`config.mk`:
```
export PLATFORM = sky130hd
export DESIGN_NAME = imem_fetch_ctrl_flat
export DESIGN_NICKNAME = d
export VERILOG_FILES = /design/src/rtl/imem_fetch_ctrl_pkg.sv /design/src/rtl/imem_fetch_ctrl_if.sv /design/src/rtl/imem_fetch_ctrl_fetch_buf.sv /design/src/rtl/imem_fetch_ctrl.sv /design/src/flat_wrapper.sv
export SDC_FILE = /design/constraint.sdc
export NUM_CORES = 1
export LEC_CHECK = 0
export BUFFER_PORTS_ARGS = -buffer_cell sky130_fd_sc_hd__buf_2
export CAP_MARGIN = 10
export CORE_UTILIZATION = 48
export DETAILED_ROUTE_END_ITERATION = 16
export GPL_ROUTABILITY_DRIVEN = 0
export PLACE_DENSITY = 0.76
export SLEW_MARGIN = 20
export SYNTH_ARGS = -nofsm -noshare
export SYNTH_HDL_FRONTEND = slang
export SYNTH_SLANG_ARGS = --single-unit
export TNS_END_PERCENT = 5
```
`constraint.sdc`:
```
create_clock -name clk -period 7.02 [get_ports clk]
set_input_delay 0.702 -clock clk [delete_from_list [all_inputs] [get_ports clk]]
set_output_delay 0.702 -clock clk [all_outputs]
set_load 0.005 [all_outputs]
```
`src/rtl/imem_fetch_ctrl_pkg.sv`:
```
// Shared definitions for the instruction-fetch controller: FSM states, arbiter
// grant codes and PC constants.
package imem_fetch_ctrl_pkg;

   typedef enum logic [1:0] {
      ST_BOOT = 2'd0,
      ST_RUN  = 2'd1,
      ST_HALT = 2'd2
   } state_t;

   typedef enum logic {
      GNT_FETCH = 1'b0,
      GNT_DBG   = 1'b1
   } gnt_t;

   localparam logic [31:0] RESET_PC_DEFAULT = 32'h0000_0000;
   localparam logic [31:0] PC_INC           = 32'd4;

endpackage

```
`src/rtl/imem_fetch_ctrl_if.sv`:
```
// Signal bundle between the fetch controller and its surroundings:
// instruction-memory port, decode handshake, control inputs and debug reader.
interface imem_fetch_ctrl_if #(
   parameter int ADDR_W = 10,
   parameter int DATA_W = 32
);
   logic [ADDR_W-1:0] imem_addr;
   logic [DATA_W-1:0] imem_data;
   logic              halt;
   logic              redirect_valid;
   logic [31:0]       redirect_pc;
   logic              inst_valid;
   logic              inst_ready;
   logic [DATA_W-1:0] inst_data;
   logic [31:0]       inst_pc;
   logic [31:0]       fetch_pc;
   logic              dbg_req;
   logic [ADDR_W-1:0] dbg_addr;
   logic              dbg_gnt;
   logic              dbg_rvalid;
   logic [DATA_W-1:0] dbg_rdata;

   modport master (
      output imem_addr, inst_valid, inst_data, inst_pc, fetch_pc,
             dbg_gnt, dbg_rvalid, dbg_rdata,
      input  imem_data, halt, redirect_valid, redirect_pc, inst_ready,
             dbg_req, dbg_addr
   );

   modport slave (
      input  imem_addr, inst_valid, inst_data, inst_pc, fetch_pc,
             dbg_gnt, dbg_rvalid, dbg_rdata,
      output imem_data, halt, redirect_valid, redirect_pc, inst_ready,
             dbg_req, dbg_addr
   );
endinterface

```
`src/rtl/imem_fetch_ctrl_fetch_buf.sv`:
```
// DEPTH-entry FIFO holding fetched {pc, instruction} pairs for decode.
// Flush empties it in one cycle; enqueue into an empty buffer is not bypassed.
module fetch_buf #(
   parameter int DATA_W = 32,
   parameter int DEPTH  = 2
) (
   input  logic                     clk,
   input  logic                     rst,
   input  logic                     flush,
   input  logic                     enq,
   input  logic                     deq,
   input  logic [31:0]              enq_pc,
   input  logic [DATA_W-1:0]        enq_data,
   output logic [$clog2(DEPTH):0]   count,
   output logic                     head_valid,
   output logic [31:0]              head_pc,
   output logic [DATA_W-1:0]        head_data
);
   localparam int PTR_W = $clog2(DEPTH);
   localparam int CNT_W = PTR_W + 1;

   logic [31:0]       pc_mem   [DEPTH];
   logic [DATA_W-1:0] data_mem [DEPTH];
   logic [PTR_W-1:0]  wr_ptr, rd_ptr;

   always_ff @(posedge clk or posedge rst) begin
      if (rst) begin
         wr_ptr <= '0;
         rd_ptr <= '0;
         count  <= '0;
         for (int i = 0; i < DEPTH; i++) begin
            pc_mem[i]   <= '0;
            data_mem[i] <= '0;
         end
      end else if (flush) begin
         wr_ptr <= '0;
         rd_ptr <= '0;
         count  <= '0;
      end else begin
         if (enq) begin
            pc_mem[wr_ptr]   <= enq_pc;
            data_mem[wr_ptr] <= enq_data;
            wr_ptr           <= wr_ptr + PTR_W'(1);
         end
         if (deq) rd_ptr <= rd_ptr + PTR_W'(1);
         count <= count + CNT_W'(enq) - CNT_W'(deq);
      end
   end

   assign head_valid = (count != '0);
   assign head_pc    = pc_mem[rd_ptr];
   assign head_data  = data_mem[rd_ptr];

endmodule

```
`src/rtl/imem_fetch_ctrl.sv`:
```
// Instruction fetch sequencer: owns the PC, fills the fetch buffer and shares
// the single memory read port with a debug reader by alternating under contention.
module imem_fetch_ctrl
   import imem_fetch_ctrl_pkg::*;
#(
   parameter int          ADDR_W   = 10,
   parameter int          DATA_W   = 32,
   parameter logic [31:0] RESET_PC = RESET_PC_DEFAULT,
   parameter int          DEPTH    = 2
) (
   input logic              clk,
   input logic              rst,
   imem_fetch_ctrl_if.master bus
);
   localparam int CNT_W = $clog2(DEPTH) + 1;

   state_t             state, state_nxt;
   gnt_t               last_gnt;
   logic [31:0]        pc;
   logic [31:0]        redirect_aligned;
   logic [CNT_W-1:0]   count;
   logic               head_valid;
   logic [31:0]        head_pc;
   logic [DATA_W-1:0]  head_data;
   logic               deq, buf_deq, fetch_want, contended;
   logic               fetch_gnt, dbg_gnt;
   logic               dbg_rvalid;
   logic [DATA_W-1:0]  dbg_rdata;

   always_ff @(posedge clk or posedge rst) begin
      if (rst) state <= ST_BOOT;
      else     state <= state_nxt;
   end

   always_comb begin
      state_nxt = state;
      case (state)
         ST_BOOT: state_nxt = ST_RUN;
         ST_RUN:  if (bus.halt)  state_nxt = ST_HALT;
         ST_HALT: if (!bus.halt) state_nxt = ST_RUN;
         default: state_nxt = ST_BOOT;
      endcase
   end

   assign deq        = head_valid & bus.inst_ready;
   assign buf_deq    = deq & ~bus.redirect_valid;
   assign fetch_want = (state == ST_RUN) & ~bus.halt & ~bus.redirect_valid &
                       ((count < CNT_W'(DEPTH)) | deq);
   assign contended  = bus.dbg_req & fetch_want;

   // Under contention the side that did not win last time gets the port.
   always_comb begin
      fetch_gnt = 1'b0;
      dbg_gnt   = 1'b0;
      if (contended) begin
         if (last_gnt == GNT_FETCH) dbg_gnt   = 1'b1;
         else                       fetch_gnt = 1'b1;
      end else begin
         fetch_gnt = fetch_want;
         dbg_gnt   = bus.dbg_req & ~rst;
      end
   end

   assign redirect_aligned = bus.redirect_pc & ~32'd3;

   always_ff @(posedge clk or posedge rst) begin
      if (rst) begin
         pc         <= RESET_PC;
         last_gnt   <= GNT_FETCH;
         dbg_rvalid <= 1'b0;
         dbg_rdata  <= '0;
      end else begin
         if (bus.redirect_valid) pc <= redirect_aligned;
         else if (fetch_gnt)     pc <= pc + PC_INC;
         if (contended) last_gnt <= dbg_gnt ? GNT_DBG : GNT_FETCH;
         dbg_rvalid <= dbg_gnt;
         if (dbg_gnt) dbg_rdata <= bus.imem_data;
      end
   end

   fetch_buf #(
      .DATA_W (DATA_W),
      .DEPTH  (DEPTH)
   ) u_fetch_buf (
      .clk        (clk),
      .rst        (rst),
      .flush      (bus.redirect_valid),
      .enq        (fetch_gnt),
      .deq        (buf_deq),
      .enq_pc     (pc),
      .enq_data   (bus.imem_data),
      .count      (count),
      .head_valid (head_valid),
      .head_pc    (head_pc),
      .head_data  (head_data)
   );

   assign bus.imem_addr  = dbg_gnt ? bus.dbg_addr : pc[ADDR_W+1:2];
   assign bus.inst_valid = head_valid;
   assign bus.inst_pc    = head_pc;
   assign bus.inst_data  = head_data;
   assign bus.fetch_pc   = pc;
   assign bus.dbg_gnt    = dbg_gnt;
   assign bus.dbg_rvalid = dbg_rvalid;
   assign bus.dbg_rdata  = dbg_rdata;

endmodule

```
`src/flat_wrapper.sv`:
```
// flat-port wrapper written by rule: the top's interface ports become plain ports
module imem_fetch_ctrl_flat import imem_fetch_ctrl_pkg::*;
#(
   parameter int          ADDR_W   = 10,
   parameter int          DATA_W   = 32,
   parameter logic [31:0] RESET_PC = RESET_PC_DEFAULT,
   parameter int          DEPTH    = 2
)
  (clk, rst, bus_imem_addr, bus_inst_valid, bus_inst_data, bus_inst_pc, bus_fetch_pc, bus_dbg_gnt, bus_dbg_rvalid, bus_dbg_rdata, bus_imem_data, bus_halt, bus_redirect_valid, bus_redirect_pc, bus_inst_ready, bus_dbg_req, bus_dbg_addr);
  imem_fetch_ctrl_if #(.ADDR_W(ADDR_W), .DATA_W(DATA_W)) bus_i ();
  input logic clk;
  input logic rst;
  output wire logic [$bits(bus_i.imem_addr)-1:0] bus_imem_addr;
  output wire logic [$bits(bus_i.inst_valid)-1:0] bus_inst_valid;
  output wire logic [$bits(bus_i.inst_data)-1:0] bus_inst_data;
  output wire logic [$bits(bus_i.inst_pc)-1:0] bus_inst_pc;
  output wire logic [$bits(bus_i.fetch_pc)-1:0] bus_fetch_pc;
  output wire logic [$bits(bus_i.dbg_gnt)-1:0] bus_dbg_gnt;
  output wire logic [$bits(bus_i.dbg_rvalid)-1:0] bus_dbg_rvalid;
  output wire logic [$bits(bus_i.dbg_rdata)-1:0] bus_dbg_rdata;
  input wire logic [$bits(bus_i.imem_data)-1:0] bus_imem_data;
  input wire logic [$bits(bus_i.halt)-1:0] bus_halt;
  input wire logic [$bits(bus_i.redirect_valid)-1:0] bus_redirect_valid;
  input wire logic [$bits(bus_i.redirect_pc)-1:0] bus_redirect_pc;
  input wire logic [$bits(bus_i.inst_ready)-1:0] bus_inst_ready;
  input wire logic [$bits(bus_i.dbg_req)-1:0] bus_dbg_req;
  input wire logic [$bits(bus_i.dbg_addr)-1:0] bus_dbg_addr;
  assign bus_imem_addr = bus_i.imem_addr;
  assign bus_inst_valid = bus_i.inst_valid;
  assign bus_inst_data = bus_i.inst_data;
  assign bus_inst_pc = bus_i.inst_pc;
  assign bus_fetch_pc = bus_i.fetch_pc;
  assign bus_dbg_gnt = bus_i.dbg_gnt;
  assign bus_dbg_rvalid = bus_i.dbg_rvalid;
  assign bus_dbg_rdata = bus_i.dbg_rdata;
  assign bus_i.imem_data = bus_imem_data;
  assign bus_i.halt = bus_halt;
  assign bus_i.redirect_valid = bus_redirect_valid;
  assign bus_i.redirect_pc = bus_redirect_pc;
  assign bus_i.inst_ready = bus_inst_ready;
  assign bus_i.dbg_req = bus_dbg_req;
  assign bus_i.dbg_addr = bus_dbg_addr;
  imem_fetch_ctrl #(.ADDR_W(ADDR_W), .DATA_W(DATA_W), .RESET_PC(RESET_PC), .DEPTH(DEPTH)) u_core (.clk(clk), .rst(rst), .bus(bus_i));
endmodule
```
# --- Word level (Yosys, flattened, before mapping) ---
# Cells that the tools add are included.
totals:
  ff_bits: 200
classes:
  n_reduce_logical: 7
  addsub: 5
  n_eq_ne: 4
  muxes: 26
  magnitude_cmp: 4
  bitwise: 13
ops:
  columns: ["operator", "count"]
  rows:
  - ["2-to-1 mux 32 bit", 9]
  - ["bitwise mux 64 bit", 2]
  - ["adder 32 x 3 -> 32 bit, second input constant", 1]
  - ["demux 32 bit (select 1 bit)", 1]
  - ["2-to-1 mux 10 bit", 1]
  - ["2-to-1 mux 1 bit", 9]
  - ["bitwise AND 1 bit", 7]
  - ["2-to-1 mux 2 bit", 3]
  - ["case mux 2 bit (3 select lines)", 1]
  - ["nonzero test 2 bit", 3]
  - ["greater-or-equal comparator 2 bit, second input constant", 2]
  - ["!= test 2 bit, second input constant", 2]
  - ["NOT 1 -> 2 bit", 2]
  - ["AND reduction 2 bit", 2]
  - ["NOT 1 bit", 3]
  - ["adder 1 bit, second input constant", 2]
  - ["adder 2 x 1 -> 2 bit", 1]
  - ["== test 2 x 1 -> 1 bit, second input constant", 1]
  - ["== test 2 bit, second input constant", 1]
  - ["logical NOT 2 bit", 1]
  - ["less-than comparator 2 x 1 -> 1 bit, second input constant", 1]
  - ["less-than comparator 2 bit, second input constant", 1]
  - ["subtractor 2 x 1 -> 2 bit", 1]
  - ["logical AND 1 bit", 1]
  - ["OR 1 bit", 1]

# --- Depth between registers and ports, before layout ---
depth:
  word_depth: 9
  mapped_depth: 10
  mapped_depth_nobuf: 8

# --- Cells and area by module ---
# Synthesis repeated with hierarchy kept, for this count alone.
hier_totals:
  cells_unflattened: 672
  area_unflattened_um2: 9464.1
modules_own_cells:
  columns: ["module", "n_inst", "area_per_inst_um2", "cells_per_inst"]
  rows:
  - ["fetch_buf", 1, 6148.4, 360]
  - ["imem_fetch_ctrl", 1, 3315.7, 312]

# --- Least setup slack after synthesis ---
# Ideal clock, no wire load.
synth_timing:
  path_kind: "input to output"
  start: "in rst"
  end: "out bus_imem_addr[1]"
  arrival_ns: 6.398
  n_path_buf: 1
  setup_slack_ns: -0.080
  path_stages: 4
  path_cell_list: "inv_1 o211ai_1 buf_2 mux2_1"
synth_between:
  elab_chain_cells: 4
synth_rtl:
  columns: ["element", "line", "source"]
  rows:
  - ["start, declared", "flat_wrapper.sv:12", "input logic rst;"]
  - ["NOT 1 bit", "imem_fetch_ctrl.sv:60", "dbg_gnt = bus.dbg_req & ~rst;"]
  - ["bitwise AND 1 bit", "imem_fetch_ctrl.sv:60", null]
  - ["2-to-1 mux 1 bit", "imem_fetch_ctrl.sv:55", "if (contended) begin"]
  - ["2-to-1 mux 10 bit", "imem_fetch_ctrl.sv:98", "assign bus.imem_addr = dbg_gnt ? bus.dbg_addr : pc[ADDR_W+1:2];"]
  - ["end, declared", "flat_wrapper.sv:13", "output wire logic [$bits(bus_i.imem_addr)-1:0] bus_imem_addr;"]
# Every way passes these cells.

# --- Worst setup path in the final report ---
layout_timing:
  start: "in bus_redirect_valid"
  end: "out bus_imem_addr[6]"
layout_between:
  elab_chain_cells: 6
layout_rtl:
  columns: ["element", "line", "source"]
  rows:
  - ["start, declared", "flat_wrapper.sv:23", "input wire logic [$bits(bus_i.redirect_valid)-1:0] bus_redirect_valid;"]
  - ["NOT 1 bit (no line)", null, null]
  - ["bitwise AND 1 bit (2 in series)", "imem_fetch_ctrl.sv:47", "assign fetch_want = (state == ST_RUN) & ~bus.halt & ~bus.redirect_valid &"]
  - ["bitwise AND 1 bit", "imem_fetch_ctrl.sv:49", "assign contended = bus.dbg_req & fetch_want;"]
  - ["2-to-1 mux 1 bit", "imem_fetch_ctrl.sv:55", null]
  - ["2-to-1 mux 10 bit", "imem_fetch_ctrl.sv:98", null]
# Every way passes these cells.

==> summary.md <==
| Metric | Value |
|---|---|
| Clock latency at the later pin of the worst-skew pair | `0.42 ns` |
| Wire length of the first global-routing pass | `30400 um` |
| H-tree levels | `4` |
| Period minus WS final | `3.42 ns` |
| Data arrival time of the critical path | `2.72 ns` |
| Congestion Overflow GR | `0` |
| Final net count | `954` |
| Standard-cell row count | `49` |
| Total power per unit cell area | `362 nW/um2` |
| DRC errors left | `0` |
| Most Frequent Cell on Critical Path | `sky130_fd_sc_hd__buf_2` |
| Ports placed on the boundary | `221` |
| Required time of the worst setup path | `6.32 ns` |
| Critical path type | `in -> out` |
| Number of hold buffers added after cts | `0` |
| Count of warnings emitted by yosys | `0` |
| Share of post-route cells with drive strength above 1 | `0.379` |
| Slew headroom | `0.343` |
| GR peak layer | `met2` |
| Detailed Place HPWL | `12900 um` |
| Number of enable-type register cells in the synthesized netlist | `0` |
| Pin count of the biggest net entering global routing | `67` |
| Critical path's slowest cell | `sky130_fd_sc_hd__buf_2` |
| Number of slew-limit violations in the final report | `0` |
| Number of standard cells after synthesis | `666` |
| Cell area after synthesis | `8840 um2` |
| Setup Fix Bufs, Post-CTS | `0` |
| Share of flip-flops with an asynchronous set or reset | `1.00` |
| Iteration count of the initial detailed-routing pass | `4` |
| Largest vdd supply drop | `178 uV` |
| Via count normalized by instance count | `5.46` |
| RSZ-0062 raised after global routing | `false` |
| TNS Setup | `0 ns` |
| Clock-pin slew of the registers on the worst-case setup and hold paths | `0.07 ns` |
| Max capacitance violation total | `0` |
| Total track usage | `0.209` |
| Delay of the slowest critical-path stage | `0.60 ns` |
| Post-route cell area | `10700 um2` |
| Clock tree from TritonCTS | `done` |
| Worst-case setup slack after placement | `2.75 ns` |
| Run status | `finished, final reports clean` |
| Starting DRT DRC Count | `237` |
| Maximum buffer depth of the clock tree | `2` |
| Sequential share of the synthesized area | `0.549` |
| Detail Route Antenna Nets | `0` |
| Worst R2R Setup Slack | `3.94 ns` |
| Dominant synthesized flop cell | `sky130_fd_sc_hd__dfrtp_1` |
| Netlist cell types | `51` |
| Starting utilization of the core area | `0.491` |
| Clock root buffer | `sky130_fd_sc_hd__clkbuf_16` |
| Pleak | `5.22 nW` |
| I/O Buffers | `214` |
| Crit start category | `input pin` |
| Fin crit share | `0.487` |
| Average cell area after synthesis | `13.3 um2` |
| Worst Path Max Fanout | `40` |
| Kind of cell adding the most delay to the critical path | `buffers and inverters` |
| Gates resized, CTS repair | `0` |
| Via count of the first global-routing pass | `5872` |
| Met2 usage | `0.335` |
| Setup-violating endpoint count in the final report | `0` |
| Hold crit path type | `in -> async` |
| Post-placement cell area | `10100 um2` |
| Clk_skew | `0.0103 ns` |
| Area of the die | `19000 um2` |
| Final setup margin | `3.60 ns` |
| Routed length per instance | `17.4 um` |
| Overall routed net length | `19500 um` |
| Met3 routing resource usage after global routing | `0.0570` |
| Die Y | `138 um` |
| Area growth from synthesis to final layout | `21.3%` |
| Standard cell core area | `18000 um2` |
| TritonCTS buffer count | `17` |
| CTS Sinks | `194` |
| Capturing element type of the critical path | `output pin` |
| Number of antenna violations at the first check in global routing | `5` |
| Overall die width | `138 um` |
| Critical path cell sequence | `buf_2, nor4b_2, and2_1, o211ai_1, buf_4, mux2_1, buf_2` |
| Achievable frequency | `292 MHz` |
| Number of vias after detailed routing | `6087` |
| Worst Path Buf+Inv | `3` |
| FF+latch count, synth | `194` |
| Transition time of the tightest slew-check pin | `0.985 ns` |
| Total count of hold-check failures in the final report | `0` |
| M1 GR Usage | `0.275` |
-- where the power goes --
| group | internal, W | switching [W] |
|---|---|---|
| clock | 0.000587 | 0.000432 |
| combinational | 0.000646 | 0.000462 |
| sequential | 0.00152 | 0.000239 |
| total | 0.00275 | 0.00113 |
-- cells in the mapped netlist, types with 4 or more instances --
master | n | area [um2]
sky130_fd_sc_hd__a31o_1 | 4 | 35.0
sky130_fd_sc_hd__buf_1 | 6 | 22.5
sky130_fd_sc_hd__mux2_2 | 65 | 732
sky130_fd_sc_hd__and2_1 | 4 | 25.0
sky130_fd_sc_hd__nor2_1 | 14 | 52.6
sky130_fd_sc_hd__nor3_1 | 5 | 25.0
sky130_fd_sc_hd__nand4_1 | 9 | 56.3
sky130_fd_sc_hd__and3_1 | 5 | 31.3
sky130_fd_sc_hd__o211ai_1 | 7 | 52.6
sky130_fd_sc_hd__o21ai_1 | 22 | 110
sky130_fd_sc_hd__nand3_1 | 15 | 75.1
sky130_fd_sc_hd__o21ai_0 | 5 | 25.0
sky130_fd_sc_hd__a221o_1 | 4 | 40.0
sky130_fd_sc_hd__a31oi_1 | 4 | 25.0
sky130_fd_sc_hd__mux2_1 | 159 | 1790
sky130_fd_sc_hd__nand2_1 | 40 | 150
sky130_fd_sc_hd__buf_4 | 12 | 90.1
sky130_fd_sc_hd__dfrtp_1 | 194 | 4850
sky130_fd_sc_hd__a21oi_1 | 9 | 45.0
sky130_fd_sc_hd__buf_2 | 16 | 80.1
sky130_fd_sc_hd__inv_1 | 9 | 33.8
sky130_fd_sc_hd__o311ai_1 | 9 | 78.8
sky130_fd_sc_hd__clkbuf_1 | 7 | 26.3
-- logic make-up (layout without fill, tap and decap cells) --
family / Yosys count / in the layout / share of synthesized area
fa+ha+maj: 3 / 3 / 0.00424
mux: 226 / 226 / 0.287
xor+xnor: 6 / 6 / 0.00594
other cells: 1 / 6 / 0.000424
simple gates: 112 / 112 / 0.0695
flops: 194 / 194 / 0.549
buf+inv: 52 / 267 / 0.0294
compound gates: 72 / 72 / 0.0540
-- metrics by stage --
stage | hold WS (ns) | power [W] | utilization | std cells
2_1_floorplan | 0.450 | 0.00241 | - | 669
3_3_place_gp | 0.463 | 0.00284 | 0.559 | 1080
3_5_place_dp | 0.471 | 0.00289 | 0.559 | 1080
4_1_cts | 0.367 | 0.00392 | 0.594 | 1112
5_1_grt | 0.397 | 0.00414 | 0.595 | 1113
6_report | 0.362 | 0.00388 | 0.595 | 1115
-- final cells by class --
type | instances | area (um2)
Inverter | 11 | 45.0
Timing Repair Buffer | 224 | 1170
Clock inverter | 13 | 171
Fill cell | 1448 | 7290
Antenna cell | 2 | 5.00
Multi-Input combinational cell | 423 | 3750
Tap cell | 229 | 287
Sequential cell | 194 | 4860
Clock buffer | 19 | 453
-- state kept, by name (all words and copies together) (netlist names) --
register and cells:
u_core.bus.fetch_pc 30, u_core.state 2, u_core.last_gnt 1, u_core.u_fetch_buf.rd_ptr 1
u_core.u_fetch_buf.pc_mem 60, u_core.bus.dbg_rvalid 1, u_core.u_fetch_buf.data_mem 64, u_core.u_fetch_buf.wr_ptr 1
u_core.bus.dbg_rdata 32, u_core.u_fetch_buf.count 2
-- routing by layer --
metal  share of wire  vias up
met2            0.46      207
li1                -     2825
met3           0.064       25
met5          0.0012        -
met4           0.013        4
met1            0.46     3026
-- final timing paths --
path / start / end / cells after the start
worst min-delay path: rst / u_core.u_fetch_buf.pc_mem[18] / 2
worst min register to register: u_core.u_fetch_buf.pc_mem[62] / u_core.u_fetch_buf.pc_mem[62] / 1
min in group clk: bus_redirect_pc[4] / u_core.bus.fetch_pc[4] / 3
worst max-delay path: bus_redirect_valid / bus_imem_addr[6] / 7
worst max register to register: u_core.state[1] / u_core.u_fetch_buf.pc_mem[58] / 7
max in group asynchronous: rst / u_core.bus.fetch_pc[23] / 4
-- cells in the final DEF, fill, tap and decap left out, drive strengths merged, types with 2 or more instances in the layout --
cell      count
nor4          3
or4           2
a31o          4
and3          5
diode         2
nor2         17
nand3        15
a221o         4
a21o          3
mux2        224
buf         224
o311ai        9
nand2b        2
conb          4
clkinv        2
clkinvlp      5
nand4        11
ha            3
and2          5
mux2i         2
dfrtp       194
nand2        41
a31oi         4
xor2          3
clkbuf       19
nor3          5
o21ai        27
xnor2         3
a32oi         2
o211ai        7
bufinv        3
a21oi         9
inv          14
Power figures use the tool's default switching activity.
